### src/rtl/load_store_unit.sv
// rtl/load_store_unit.sv - RV32I memory-access stage driving a req/ack data port
module load_store_unit #(
    parameter int DATA_WIDTH = 32,
    parameter int TIMEOUT    = 16
) (
    input  logic                  i_clk,
    input  logic                  i_rst_n,
    input  logic                  i_valid,
    output logic                  o_ready,
    input  logic                  i_we,
    input  logic [2:0]            i_funct3,
    input  logic [DATA_WIDTH-1:0] i_addr,
    input  logic [DATA_WIDTH-1:0] i_wdata,
    output logic                  o_done,
    output logic                  o_err,
    output logic [DATA_WIDTH-1:0] o_rdata,
    output logic                  o_mem_req,
    output logic                  o_mem_we,
    output logic [DATA_WIDTH-1:0] o_mem_addr,
    output logic [DATA_WIDTH-1:0] o_mem_wdata,
    output logic [3:0]            o_mem_be,
    input  logic                  i_mem_ack,
    input  logic [DATA_WIDTH-1:0] i_mem_rdata
);

    localparam int CW = $clog2(TIMEOUT + 1);

    typedef enum logic [1:0] {
        IDLE   = 2'd0,
        ACCESS = 2'd1,
        RESP   = 2'd2
    } state_t;

    state_t                  state;
    logic [CW-1:0]           cnt;
    logic [2:0]              lat_funct3;
    logic [1:0]              lat_off;

    logic                    dec_illegal;
    logic                    dec_misaligned;
    logic [3:0]              dec_be;
    logic [DATA_WIDTH-1:0]   dec_wdata;
    logic [7:0]              ld_byte;
    logic [15:0]             ld_half;
    logic [DATA_WIDTH-1:0]   load_data;

    assign o_ready = (state == IDLE);

    // Decode the incoming request: legality, alignment, byte lanes and replicated store data
    always_comb begin
        dec_illegal    = 1'b0;
        dec_misaligned = 1'b0;
        dec_be         = 4'b1111;
        dec_wdata      = i_wdata;
        if (i_we) begin
            case (i_funct3)
                3'b000: begin
                    dec_be    = 4'b0001 << i_addr[1:0];
                    dec_wdata = {4{i_wdata[7:0]}};
                end
                3'b001: begin
                    dec_be    = 4'b0011 << i_addr[1:0];
                    dec_wdata = {2{i_wdata[15:0]}};
                end
                3'b010:  dec_be = 4'b1111;
                default: dec_illegal = 1'b1;
            endcase
        end else begin
            case (i_funct3)
                3'b011, 3'b110, 3'b111: dec_illegal = 1'b1;
                default:                dec_illegal = 1'b0;
            endcase
        end
        case (i_funct3[1:0])
            2'b01:   dec_misaligned = i_addr[0];
            2'b10:   dec_misaligned = |i_addr[1:0];
            default: dec_misaligned = 1'b0;
        endcase
    end

    // Extract and extend the addressed byte/halfword from the returned memory word
    always_comb begin
        ld_byte = i_mem_rdata[{lat_off, 3'b000} +: 8];
        ld_half = i_mem_rdata[{lat_off[1], 4'b0000} +: 16];
        case (lat_funct3)
            3'b000:  load_data = {{24{ld_byte[7]}}, ld_byte};
            3'b001:  load_data = {{16{ld_half[15]}}, ld_half};
            3'b100:  load_data = {24'd0, ld_byte};
            3'b101:  load_data = {16'd0, ld_half};
            default: load_data = i_mem_rdata;
        endcase
    end

    // Transaction FSM with registered memory-side and response outputs
    always_ff @(posedge i_clk or negedge i_rst_n) begin
        if (!i_rst_n) begin
            state       <= IDLE;
            cnt         <= '0;
            lat_funct3  <= 3'd0;
            lat_off     <= 2'd0;
            o_done      <= 1'b0;
            o_err       <= 1'b0;
            o_rdata     <= '0;
            o_mem_req   <= 1'b0;
            o_mem_we    <= 1'b0;
            o_mem_addr  <= '0;
            o_mem_wdata <= '0;
            o_mem_be    <= 4'd0;
        end else begin
            o_done <= 1'b0;
            case (state)
                IDLE: begin
                    if (i_valid) begin
                        if (dec_illegal || dec_misaligned) begin
                            state   <= RESP;
                            o_done  <= 1'b1;
                            o_err   <= 1'b1;
                            o_rdata <= '0;
                        end else begin
                            state       <= ACCESS;
                            cnt         <= '0;
                            lat_funct3  <= i_funct3;
                            lat_off     <= i_addr[1:0];
                            o_mem_req   <= 1'b1;
                            o_mem_we    <= i_we;
                            o_mem_addr  <= {i_addr[DATA_WIDTH-1:2], 2'b00};
                            o_mem_wdata <= dec_wdata;
                            o_mem_be    <= dec_be;
                        end
                    end
                end
                ACCESS: begin
                    cnt <= cnt + 1'b1;
                    if (i_mem_ack) begin
                        state     <= RESP;
                        o_done    <= 1'b1;
                        o_err     <= 1'b0;
                        o_mem_req <= 1'b0;
                        o_rdata   <= o_mem_we ? '0 : load_data;
                    end else if (cnt == CW'(TIMEOUT - 1)) begin
                        state     <= RESP;
                        o_done    <= 1'b1;
                        o_err     <= 1'b1;
                        o_mem_req <= 1'b0;
                        o_rdata   <= '0;
                    end
                end
                RESP:    state <= IDLE;
                default: state <= IDLE;
            endcase
        end
    end

endmodule
### config.mk
export PLATFORM = sky130hd
export DESIGN_NAME = load_store_unit
export DESIGN_NICKNAME = d
export VERILOG_FILES = /design/src/rtl/load_store_unit.sv
export SDC_FILE = /design/constraint.sdc
export NUM_CORES = 1
export LEC_CHECK = 0
export CAP_MARGIN = 5
export CORE_MARGIN = 5
export CORE_UTILIZATION = 35
export CTS_CLUSTER_DIAMETER = 30
export DETAILED_ROUTE_END_ITERATION = 7
export PLACE_DENSITY = 0.65
export SYNTH_ARGS = -nofsm -noshare
export SYNTH_HDL_FRONTEND = slang
export SYNTH_SLANG_ARGS = --single-unit
export TNS_END_PERCENT = 5
### constraint.sdc
create_clock -name i_clk -period 2.4 [get_ports i_clk]
set_input_delay 0.72 -clock i_clk [delete_from_list [all_inputs] [get_ports i_clk]]
set_output_delay 0.72 -clock i_clk [all_outputs]
set_load 0.02 [all_outputs]
==> report_table.html <==
<table>
<tr><th>Metric</th><th>Value</th></tr>
<tr><th colspan="2">Outcome</th></tr>
<tr><td>Run status</td><td>completed</td></tr>
<tr><th colspan="2">Drt</th></tr>
<tr><td>First-pass detailed-route iteration total</td><td>6</td></tr>
<tr><td>Final wirelength</td><td>16.9 mm</td></tr>
<tr><td>Routed via count divided by cell count</td><td>just over 5</td></tr>
<tr><td>Final antenna-violating net count</td><td>0</td></tr>
<tr><td>DRC errors left</td><td>0</td></tr>
<tr><td>DR iter-0 viols</td><td>201</td></tr>
<tr><td>DR vias</td><td>4,488</td></tr>
<tr><td>Wirelength per Cell</td><td>between 15 and 20 um</td></tr>
<tr><th colspan="2">Floorplan</th></tr>
<tr><td>Number of placed I/O pins</td><td>roughly 210</td></tr>
<tr><td>Starting Density</td><td>35.4%</td></tr>
<tr><td>Total die area</td><td>0.0178 sq mm</td></tr>
<tr><td>Number of core rows</td><td>45</td></tr>
<tr><td>Die H</td><td>133 um</td></tr>
<tr><td>CORE AREA</td><td>between 0.015 and 0.02 sq mm</td></tr>
<tr><td>Width of the die</td><td>133 um</td></tr>
<tr><th colspan="2">Run</th></tr>
<tr><td>Max-cap violations</td><td>0</td></tr>
<tr><th colspan="2">Clock tree</th></tr>
<tr><td>Number of buffers created by CTS</td><td>17</td></tr>
<tr><td>Maximum level of the CTS H-tree</td><td>4</td></tr>
<tr><td>Clock latency at the later pin of the worst-skew pair</td><td>around 0.4 ns</td></tr>
<tr><td>Clock sink count</td><td>114</td></tr>
<tr><td>Clk buf depth</td><td>2</td></tr>
<tr><td>Hold buffer count at CTS</td><td>0</td></tr>
<tr><td>Cell chosen for the clock root</td><td>clkbuf_16</td></tr>
<tr><td>Clock tree from TritonCTS</td><td>yes</td></tr>
<tr><td>Clock-pin slew on the worst setup and hold paths</td><td>0.05 ns</td></tr>
<tr><th colspan="2">STA</th></tr>
<tr><td>Number of max-slew violations in the final report</td><td>0</td></tr>
<tr><td>Relative slew margins</td><td>45.0%</td></tr>
<tr><td>Setup repair after global routing missed its margin</td><td>yes</td></tr>
<tr><td>Hold violation count in the final report</td><td>0</td></tr>
<tr><td>Count of endpoints failing setup in the final report</td><td>0</td></tr>
<tr><td>Maximum operating frequency</td><td>0.420 GHz</td></tr>
<tr><td>Worst Max-Slew Pin Slew</td><td>around 0.82 ns</td></tr>
<tr><td>Clock period minus final worst setup slack</td><td>2.38 ns</td></tr>
<tr><td>Post-route clock skew</td><td>0.00451 ns</td></tr>
<tr><td>Final worst-path cycle share</td><td>around 100%</td></tr>
<tr><th colspan="2">Cells and area</th></tr>
<tr><td>Count of filler cells inserted in the layout</td><td>1,297</td></tr>
<tr><td>Fin area</td><td>0.00867 sq mm</td></tr>
<tr><td>Area taken by multi-input logic gates</td><td>0.00226 sq mm</td></tr>
<tr><td>Area added between synthesis and finish</td><td>62.5%</td></tr>
<tr><td>Number of nets in the final layout</td><td>791</td></tr>
<tr><td>FF+latch area</td><td>around 0.0029 sq mm</td></tr>
<tr><td>Fraction of final layout cells with drive strength greater than 1</td><td>25.4%</td></tr>
<tr><td>Post-Route Utilization</td><td>a little under three fifths</td></tr>
<tr><th colspan="2">Power and ir drop</th></tr>
<tr><td>Total power consumption of the routed design</td><td>10.5 mW</td></tr>
<tr><td>Power Density</td><td>~1200 mW/mm^2</td></tr>
<tr><td>Leakage dissipation</td><td>3.73 nW</td></tr>
<tr><td>Peak supply drop</td><td>about 0.00065 V</td></tr>
<tr><th colspan="2">Yosys</th></tr>
<tr><td>EDFF count, synth</td><td>0</td></tr>
<tr><td>Cells after synthesis</td><td>433</td></tr>
<tr><td>Post-synthesis instance area</td><td>0.00534 sq mm</td></tr>
<tr><td>Synthesis-stage register bit count</td><td>114</td></tr>
<tr><td>Ranking of synthesized cells by area</td><td>dfrtp_1, mux2_2, mux2i_1</td></tr>
<tr><td>Most used flip-flop cell after synthesis</td><td>dfrtp_1</td></tr>
<tr><td>Async set-reset flop share out of synthesis</td><td>100%</td></tr>
<tr><td>Most repeated cell in the gate-level netlist after synthesis</td><td>dfrtp_1</td></tr>
<tr><td>Largest area contributor in the netlist</td><td>dfrtp_1</td></tr>
<tr><td>Sequential area share after synthesis</td><td>53.5%</td></tr>
<tr><td>Synthesized area divided by synthesized cell count</td><td>12.3 sq um</td></tr>
<tr><td>Yosys warnings</td><td>0</td></tr>
<tr><td>Top cells by count, synth</td><td>dfrtp_1, mux2_2, inv_1, nor2_1</td></tr>
<tr><td>Top cell type's share of synthesized area</td><td>53.5%</td></tr>
<tr><td>Unique cell type count in the Yosys netlist</td><td>47</td></tr>
<tr><th colspan="2">Placed design</th></tr>
<tr><td>Routability cong.</td><td>0.824</td></tr>
<tr><td>Cell area reported after detailed placement</td><td>just under 0.008 sq mm</td></tr>
<tr><td>Port Buffers</td><td>206</td></tr>
<tr><td>DP HPWL</td><td>12.3 mm</td></tr>
<tr><th colspan="2">Worst setup path</th></tr>
<tr><td>Startpoint type of the worst setup path</td><td>input pin</td></tr>
<tr><td>Worst Path Required</td><td>2.68 ns</td></tr>
<tr><td>Worst setup EP type</td><td>flop</td></tr>
<tr><td>CP Max Fanout</td><td>9</td></tr>
<tr><td>Critical path arrival</td><td>2.66 ns</td></tr>
<tr><td>Kind of critical path</td><td>in2reg</td></tr>
<tr><th colspan="2">Global route</th></tr>
<tr><td>Wire length of the first global-routing pass</td><td>27.1 mm</td></tr>
<tr><td>Global routing usage summed across all routing layers</td><td>approximately a fifth</td></tr>
<tr><td>Largest net degree at the start of global routing</td><td>between 40 and 50</td></tr>
<tr><td>Initial antenna violation count</td><td>1</td></tr>
<tr><td>Vias in the first global route</td><td>4,956</td></tr>
<tr><td>Grt ovf</td><td>0</td></tr>
<tr><th colspan="2">Min path</th></tr>
<tr><td>Type of the worst min-delay path</td><td>in2async</td></tr>
</table>
## sequential cells by signal (all words and copies together) (netlist names)
register	flops
o_mem_addr	30
cnt	5
o_mem_req	1
o_rdata	32
o_mem_wdata	32
o_mem_we	1
o_mem_be	4
lat_funct3	3
state	2
o_err	1
lat_off	2
o_done	1
## cells in the final DEF (no fill, tap or decap), drive strengths merged, types with 8 or more instances in the layout
cell / Yosys / final
a21oi: 18 / 18
a221o: 16 / 16
a22oi: 11 / 11
buf: 18 / 49
clkbuf: 11 / 24
clkdlybuf4s50: 0 / 199
dfrtp: 114 / 114
inv: 34 / 34
mux2: 72 / 72
mux2i: 18 / 18
nand2: 8 / 8
nor2: 25 / 25
o21ai: 18 / 18
o221ai: 8 / 8
## metal layers
layer | GRT usage [%] | part of all wire, % | vias to the layer above
li1 | - | - | 2079
met1 | 24.1 | 43 | 2177
met2 | 30.8 | 47 | 200
met3 | 6.61 | 7.7 | 32
met4 | 8.46 | 2.4 | 0
met5 | 0 | 0 | -
## cell type report
class                      instances  area share [%]
sequential                       114            32.9
timing repair buffer             256            29.8
multi-input combinational        257            26.1
clock buffer                      21            5.31
tap                              188            2.71
inverter                          35            1.59
clock inverter                    11            1.56
antenna                            1          0.0289
## critical path: stages
cell,delay (ns)
clkdlybuf4s50_1,0.47
or3b_2,0.50
a21oi_2,0.30
nor3_4,0.10
buf_4,0.20
a221o_1,0.36
## report_power, final
part / switching, mW / internal (mW) / total, mW
Sequential: 0.566 / 2.76 / 3.32
Combinational: 2.19 / 2.44 / 4.63
Clock: 0.866 / 1.67 / 2.54
Total: 3.62 / 6.87 / 10.5
## path summary, 6_finish.rpt
check	start	to	slack, ns	depth (start not counted)
setup / recovery	i_valid	o_rdata[26]	0.02	6
hold / removal	i_rst_n	o_rdata[26]	0.32	1
hold reg to reg	o_rdata[7]	o_rdata[7]	0.48	1
max in group asynchronous	i_rst_n	o_mem_addr[7]	1.42	2
setup reg to reg	cnt[0]	o_rdata[23]	0.17	7
min in group i_clk	o_rdata[7]	o_rdata[7]	0.48	1
## stage by stage
stage	hold slack (ns)	TNS [ns]	setup slack, ns	std cells
after floorplan	0.424	0	0.00135	434
after global placement	0.468	-69.89	-0.909	840
after detailed placement	0.473	-75.32	-1.09	840
after CTS	0.315	-3.05	-0.0818	881
after global routing	0.357	-0.0408	-0.0132	882
final	0.316	0	0.0208	883
## what timing repair did
| action | CTS | global route |
|---|---|---|
| setup endpoints to repair | 108 | 96 |
| endpoints found under the hold margin | 0 | 0 |
| pin swaps | 4 | 2 |
| gates cloned | 3 | 1 |
| resized for setup | 12 | 15 |
| buffers inserted | 6 | 0 |
## cells by family (layout without fill, tap and decap cells)
group / after synthesis / in the layout / share of synthesized area (%)
muxes: 91 / 91 / 19.8
DFF: 114 / 114 / 53.5
other: 1 / 3 / 0.0703
and+or+nand+nor: 60 / 61 / 6.40
buffers and inverters: 64 / 323 / 5.60
AOI/OAI and AO/OA: 97 / 97 / 13.3
adders and majority gates: 6 / 6 / 1.41
Note: power is estimated with default switching activity, not from simulation.
